[src/rtl/srx_pkg.sv]
// Shared types and constants for the sequential right shifter.
// SRX_FAST_STEP_EN (macro) selects the 4-bit-per-edge step in srx_seq_shifter.
package srx_pkg;

  typedef enum logic [1:0] {
    IDLE  = 2'd0,
    SHIFT = 2'd1,
    DONE  = 2'd2
  } srx_state_t;

  // Positions covered by one fast-path step.
  localparam int SRX_STEP = 4;

  // Fill bit shifted in from the top: sign for SRA, zero for SRL.
  function automatic logic sel_fill(input logic arith, input logic msb);
    return arith & msb;
  endfunction

endpackage

[src/rtl/srl_step.sv]
// Combinational right shift by one position with an explicit fill bit.
module srl_step #(
  parameter int N = 32
) (
  input  logic [N-1:0] din,
  input  logic         fill,
  output logic [N-1:0] dout
);

  assign dout = {fill, din[N-1:1]};

endmodule

[src/rtl/srx_seq_shifter.sv]
// Sequential SRL/SRA shifter with a start/busy/done handshake.
// Shifts one position per clock; with SRX_FAST_STEP_EN defined it shifts
// four positions per clock while at least four remain, then single steps.
module srx_seq_shifter
  import srx_pkg::*;
#(
  parameter int N       = 32,
  parameter int SHAMT_W = 5
) (
  input  logic               clk,
  input  logic               rst,
  input  logic               start,
  input  logic [N-1:0]       a,
  input  logic [SHAMT_W-1:0] shamt,
  input  logic               arith,
  output logic [N-1:0]       result,
  output logic               busy,
  output logic               done
);

  srx_state_t         state;
  logic [SHAMT_W-1:0] cnt;
  logic               fill;
  logic [N-1:0]       nxt_result;
  logic [SHAMT_W-1:0] step_amt;
  logic [SHAMT_W-1:0] cnt_nxt;

`ifdef SRX_FAST_STEP_EN
  logic [N-1:0] stage [0:SRX_STEP];
  logic         step_big;

  assign stage[0] = result;

  // Four single-bit stages in series give the 4-position fast step.
  for (genvar i = 0; i < SRX_STEP; i++) begin : g_step
    srl_step #(.N(N)) u_step (
      .din  (stage[i]),
      .fill (fill),
      .dout (stage[i+1])
    );
  end

  // Take the wide step only while it cannot overshoot the remaining count.
  always_comb begin
    step_big   = ({1'b0, cnt} >= (SHAMT_W+1)'(SRX_STEP));
    nxt_result = step_big ? stage[SRX_STEP] : stage[1];
    step_amt   = step_big ? SHAMT_W'(SRX_STEP) : SHAMT_W'(1);
  end
`else
  logic [N-1:0] stage1;

  srl_step #(.N(N)) u_step (
    .din  (result),
    .fill (fill),
    .dout (stage1)
  );

  // One position per edge.
  always_comb begin
    nxt_result = stage1;
    step_amt   = SHAMT_W'(1);
  end
`endif

  assign cnt_nxt = cnt - step_amt;

  // Control FSM with registered result, busy and done.
  always_ff @(posedge clk or posedge rst) begin
    if (rst) begin
      state  <= IDLE;
      result <= '0;
      cnt    <= '0;
      fill   <= 1'b0;
      busy   <= 1'b0;
      done   <= 1'b0;
    end else begin
      case (state)
        IDLE, DONE: begin
          if (start) begin
            result <= a;
            cnt    <= shamt;
            fill   <= sel_fill(arith, a[N-1]);
            if (shamt != '0) begin
              state <= SHIFT;
              busy  <= 1'b1;
              done  <= 1'b0;
            end else begin
              state <= DONE;
              busy  <= 1'b0;
              done  <= 1'b1;
            end
          end else begin
            state <= IDLE;
            busy  <= 1'b0;
            done  <= 1'b0;
          end
        end
        SHIFT: begin
          result <= nxt_result;
          cnt    <= cnt_nxt;
          if (cnt_nxt == '0) begin
            state <= DONE;
            busy  <= 1'b0;
            done  <= 1'b1;
          end else begin
            busy  <= 1'b1;
            done  <= 1'b0;
          end
        end
        default: begin
          state <= IDLE;
          busy  <= 1'b0;
          done  <= 1'b0;
        end
      endcase
    end
  end

endmodule

[config.mk]
export PLATFORM = sky130hd
export DESIGN_NAME = srx_seq_shifter
export DESIGN_NICKNAME = d
export VERILOG_FILES = /design/src/rtl/srx_pkg.sv /design/src/rtl/srl_step.sv /design/src/rtl/srx_seq_shifter.sv
export SDC_FILE = /design/constraint.sdc
export NUM_CORES = 1
export LEC_CHECK = 0
export CAP_MARGIN = 30
export CORE_MARGIN = 8
export CORE_UTILIZATION = 40
export CTS_BUF_LIST = sky130_fd_sc_hd__clkbuf_8
export DETAILED_ROUTE_END_ITERATION = 6
export GPL_ROUTABILITY_DRIVEN = 0
export PLACE_DENSITY_LB_ADDON = 0.3
export SYNTH_ARGS = -nofsm -noshare
export SYNTH_HDL_FRONTEND = slang
export SYNTH_SLANG_ARGS = --single-unit
[constraint.sdc]
create_clock -name clk -period 1.8 [get_ports clk]
set_clock_uncertainty 0.1 [all_clocks]
set_input_delay 0.27 -clock clk [delete_from_list [all_inputs] [get_ports clk]]
set_output_delay 0.27 -clock clk [all_outputs]
set_load 0.01 [all_outputs]
# Word level (Yosys, flattened, before mapping)
# Cells that the tools add are included.
dict set report totals {
  reg_bits 42
  latch_bits 0
  mem_bits_rw 0
  romBits 0
  inputBits 41
  out_inout_bits 34
  memories 0
}
dict set report classes {
  addsub 1
  multipliers 0
  n_div 0
  n_lt_le_gt_ge 0
  n_eq_ne 4
  shift 0
  muxes 16
  n_bitwise 1
  n_reduce_logical 7
}
# operator n
set ops {}
lappend ops {{32-bit case mux with 2 select lines} 1}
lappend ops {{32-bit 2-to-1 mux} 1}
lappend ops {{5-bit case mux with 2 select lines} 1}
lappend ops {{1-bit 2-to-1 mux} 6}
lappend ops {{2-bit 2-to-1 mux} 3}
lappend ops {{5-bit logical NOT} 1}
lappend ops {{5-bit 2-to-1 mux} 1}
lappend ops {{5-bit nonzero test} 1}
lappend ops {{5-bit by 1-bit subtractor with 5-bit output, second input constant} 1}
lappend ops {{2-bit != test, second input constant} 2}
lappend ops {{1-bit case mux with 2 select lines} 2}
lappend ops {{2-bit case mux with 2 select lines} 1}
lappend ops {{2-bit AND reduction} 2}
lappend ops {{2-bit by 1-bit equality test with 1-bit output, second input constant} 1}
lappend ops {{2-bit equality test, second input constant} 1}
lappend ops {{2-bit logical NOT} 1}
lappend ops {{2-bit nonzero test} 1}
lappend ops {{2-bit OR reduction} 1}
lappend ops {{1-bit AND} 1}

# Longest topological paths before layout
dict set report logic_depth {
  word_depth 4
  ltp_mapped 6
  mapped_depth_nobuf 6
}

# Hierarchy
# From an unflattened synthesis, not the netlist that was laid out.
dict set report unflattened {
  cells_unflattened 262
  hier_area_um2 2202.1
}
# module instances cells_each area_per_inst_um2 seq_area_each_um2
set by_module_without_submodules {}
lappend by_module_without_submodules {srx_seq_shifter 1 230 1961.9 1051.0}
lappend by_module_without_submodules {srl_step 1 32 240.2 0.0}

# Least setup slack after synthesis
# Ideal clock, no wire load.
dict set report synth_path {
  kind {flip-flop to flip-flop}
  from {register cnt[0]}
  to {register done}
  setup_time_ps 78
  t_arrival_ps 1280
  t_required_ps 1622
  slack_ps 342
  stages_incl_launch_ff 7
  path_buffers 0
  cell_sequence {dfrtp_1 inv_1 ha_1 and3b_1 a31oi_1 nor3b_2 o2bb2ai_1}
}
dict set report synth_via {
  elab_chain_cells 4
}
# element line
set synth_rtl {}
lappend synth_rtl {{start, declared} srx_seq_shifter.sv:22} ;# logic [SHAMT_W-1:0] cnt;
lappend synth_rtl {{start signal, assigned} srx_seq_shifter.sv:81} ;# cnt <= shamt;
lappend synth_rtl {{start signal, assigned} srx_seq_shifter.sv:100} ;# cnt <= cnt_nxt;
lappend synth_rtl {{5-bit by 1-bit subtractor with 5-bit output} srx_seq_shifter.sv:65} ;# assign cnt_nxt = cnt - step_amt;
lappend synth_rtl {{5-bit logical NOT} srx_seq_shifter.sv:101} ;# if (cnt_nxt == '0) begin
lappend synth_rtl {{1-bit 2-to-1 mux} srx_seq_shifter.sv:101}
lappend synth_rtl {{1-bit case mux with 2 select lines} srx_seq_shifter.sv:77} ;# case (state)
lappend synth_rtl {{end signal, assigned} srx_seq_shifter.sv:75} ;# done <= 1'b0;
lappend synth_rtl {{end signal, assigned} srx_seq_shifter.sv:104} ;# done <= 1'b1;
lappend synth_rtl {{end signal, assigned} srx_seq_shifter.sv:107} ;# done <= 1'b0;
lappend synth_rtl {{end, declared} srx_seq_shifter.sv:18} ;# output logic done
# Every way passes these cells.
# A chain may end at the register's enable or synchronous reset.

# Worst setup path after layout
dict set report layout_path {
  from {register cnt[1]}
  to {register state[1]}
}
dict set report layout_via {
  elab_chain_cells 3
}
# element line
set layout_rtl {}
lappend layout_rtl {{5-bit by 1-bit subtractor with 5-bit output} srx_seq_shifter.sv:65}
lappend layout_rtl {{5-bit logical NOT} srx_seq_shifter.sv:101}
lappend layout_rtl {{2-bit != test (no source line)} n/a}
lappend layout_rtl {{end signal, assigned} srx_seq_shifter.sv:70} ;# state <= IDLE;
lappend layout_rtl {{end signal, assigned} srx_seq_shifter.sv:102} ;# state <= DONE;
lappend layout_rtl {{end signal, assigned} srx_seq_shifter.sv:111} ;# state <= IDLE;
lappend layout_rtl {{end, declared} srx_seq_shifter.sv:21} ;# srx_state_t state;
# Every way passes these cells.

==> results by group <==
Synth
  • Mapped Nets: around 280
  • Synth top area share: 0.533
  • Combinational family with the most area after synthesis: simple AND/OR/NAND/NOR gates
  • Post-synthesis xor/xnor area fraction: 0
  • Mean post-synth cell area: 8.47 um2
  • Post-synth top area cell: dfrtp_1
  • Mux cell area share after synthesis: 0
  • Dominant cells by area after synthesis: dfrtp_1 53%, nand2_1 14%, a31oi_1 10%
  • Post-synth EDFFs: 0
  • Compound-Gate Fraction of Synth Area: 0.150
  • Mapped cell area: between 0.0015 and 0.002 mm2
  • YS warnings: 0
  • Synth async-reset ratio: 1.00
  • Post-synthesis adder-cell area fraction: 0.0127
  • Unique masters post-synth: 27
  • Post-synthesis sequential area ratio: 0.533
  • Synth Area in Simple Gates: 0.258
  • Post-Synthesis Cells: roughly 230
  • Top FF cell, synth: dfrtp_1
  • Number of synthesized register bits: 42

Power and ir drop
  • Sequential share of power: 0.362
  • Internal power: slightly below 3 mW
  • Leakage Power: 1.24 nW
  • Logic gate share of total power: 0.510
  • Clock power frac: 0.127
  • Sw Ratio: 0.389
  • PwrDens: between 1500 and 2000 mW/mm2
  • Peak VDD IR: about 0.67 mV
  • Psw: about 1.9 mW

Place
  • Port-buffer cells: 74
  • Detailed Place HPWL: 3880 um
  • Placed cell area: about 0.0028 mm2
  • Pre-CTS setup slack: 0.154 ns
  • Placed Cells: 364

Worst setup path
  • Crit-path slowest cell: dfrtp_1
  • Critical path type: flip-flop to flip-flop
  • CP cell instances: inv_1 > ha_1 > and3b_1 > a31oi_1 > nor3b_2 > buf_4 > o2bb2ai_1
  • CP Launch Type: flip-flop
  • Worst Setup End Kind: flip-flop
  • CP peak stage delay: approximately 0.44 ns
  • Crit path required time: ~1.9 ns
  • WP data arrival: 1.76 ns
  • Max Fanout on Critical Path: 6

GRT
  • Met3 usage: 0.0369
  • GRT Util Overall: 0.146
  • Met2 Use GR: 0.222
  • Initial antenna violation count: 0
  • Number of global-route vias before repair: around 1,800
  • First-pass GRT wire length: around 8800 um
  • Largest net degree at the start of global routing: 48
  • GRT overflow: 0
  • Met1 Use GR: 0.197
  • Busiest grt layer: met2

Status
  • Status: complete, no violations

Die
  • Number of I/O pins: between 70 and 80
  • Die Wd: 86.2 um
  • Row count: 25
  • Initial Util: 0.415
  • Die area: 0.00744 mm2
  • Core area: about 0.0048 mm2
  • Die Y: about 86 um

STA
  • Max-slew violations: 0
  • Max_slew headroom: 0.804
  • Final hold viol count: 0
  • Setup_tns: 0 ns
  • Final hold slack: between 0.2 and 0.25 ns
  • RSZ-0062 raised after global routing: no
  • Fin worst setup slack: around 0.11 ns
  • Final setup violation count: 0
  • Crit path time final: around 1.7 ns
  • FMAX: between 500 and 600 MHz
  • Fin crit share: 0.940
  • Slew @ Worst Pin: 0.290 ns

CTS
  • CTS tree: yes
  • CTS buffer count: 5
  • Longest Clk Path Bufs: 2
  • Worst-path clk slew: 0.08 ns
  • H-tree depth: 2
  • Root Buffer: clkbuf_8
  • Clk Latency, worst-skew pair: about 0.29 ns
  • Clk sinks: 42

Finish
  • Share of cells above drive strength 1: 0.0719
  • Area grow syn2layout: 47.6%
  • Fillers: between 400 and 500
  • Most common cell after layout, fill and taps aside: clkdlybuf4s50_1
  • Non-filler cells, final: between 300 and 400
  • Design Area, Final: roughly 0.0029 mm2
  • Most frequent cells in the layout: 74 x clkdlybuf4s50_1, 71 x nand2_1, 41 x dfrtp_1
  • Ant diodes: 0
  • Nets: ~350

Flow run
  • Max Cap Violations: 0

Route
  • Routed vias: 1,880
  • ANT nets after route: 0
  • Initial drt markers: 67
  • Final wirelength: roughly 5400 um
  • First drt pass iteration count: 4
  • Per-cell routed wire length: ~14 um
  • # DRC: 0
  • Avg Vias per Cell: 5.04

Min path
  • HP Class: input pin to asynchronous set/reset pin
[power by group through the flow]
stage          combinational (mW)  clock, mW  sequential [mW]
4_1_cts                      2.48      0.630             1.74
2_1_floorplan                1.25          0             1.84
5_1_grt                      2.73      0.670             1.81
6_report                     2.46      0.614             1.75
3_3_place_gp                 2.40          0             1.74
3_5_place_dp                 2.47          0             1.76
[synthesized netlist by cell type (all sizes together) (2+ instances only)]
cell type  count
ha             2
nand2         71
o21ai          4
nor3           2
nor2          40
dfrtp         42
nand3          3
clkbuf         5
inv            3
nand2b         2
o2bb2ai        2
a31oi         33
a221o          2
buf           12
[timing repair]
action | CTS | global route
endpoints found under the setup margin | 0 | 3
setup buffers | 0 | 1
hold buffers | 0 | 0
gates resized for setup | 0 | 1
[layout make-up]
class,count,area [um2],area share
clock buffers,6,82.6,0.0284
clock inverters,2,8.76,0.00301
inverters,3,11.3,0.00387
multi-input cells,171,835,0.287
flip-flops and latches,42,1050,0.361
well taps,67,83.8,0.0288
repair buffers,82,838,0.288
[final timing paths]
kind | cells after the start | from | slack (ns) | endpoint
max in group asynchronous | 3 | rst | 1.15 | cnt[0]
hold / removal | 3 | rst | 0.23 | result[9]
setup / recovery | 7 | cnt[1] | 0.11 | state[1]
setup reg to reg | 7 | cnt[1] | 0.11 | state[1]
hold reg to reg | 2 | fill | 0.37 | fill
min in group clk | 2 | fill | 0.37 | fill
[critical path: cells and delay by family (launching register included)]
kind                     cells  cell delay [ns]
AO/OA/AOI/OAI                2             0.30
adder cells (fa/ha/maj)      1             0.24
buffers and inverters        2             0.24
flip-flops                   1             0.44
AND/OR/NAND/NOR              2             0.24
[cell families after synthesis]
| family | count (synthesis) |
|---|---|
| AOI/OAI and AO/OA | 44 |
| adders and majority gates | 2 |
| buffers and inverters | 20 |
| DFF | 42 |
| and+or+nand+nor | 125 |
[registers in the layout, summed over array words and instances, names as in the netlist]
name / flops
fill: 1
done: 1
cnt: 5
result: 32
state: 2
busy: 1
[through the flow]
stage | total power [mW] | util
final | 4.82 | 0.612
after global routing | 5.21 | 0.612
after CTS | 4.85 | 0.611
after detailed placement | 4.23 | 0.591
after global placement | 4.15 | 0.591
after floorplan | 3.09 | -
[per-layer routing]
metal | routed length [um] | vias to the layer above
met5 | 0 | -
met4 | 42 | 0
met3 | 371 | 4
met2 | 2420 | 61
met1 | 2550 | 882
li1 | - | 933
No activity file was read; power rests on OpenSTA's default activity.
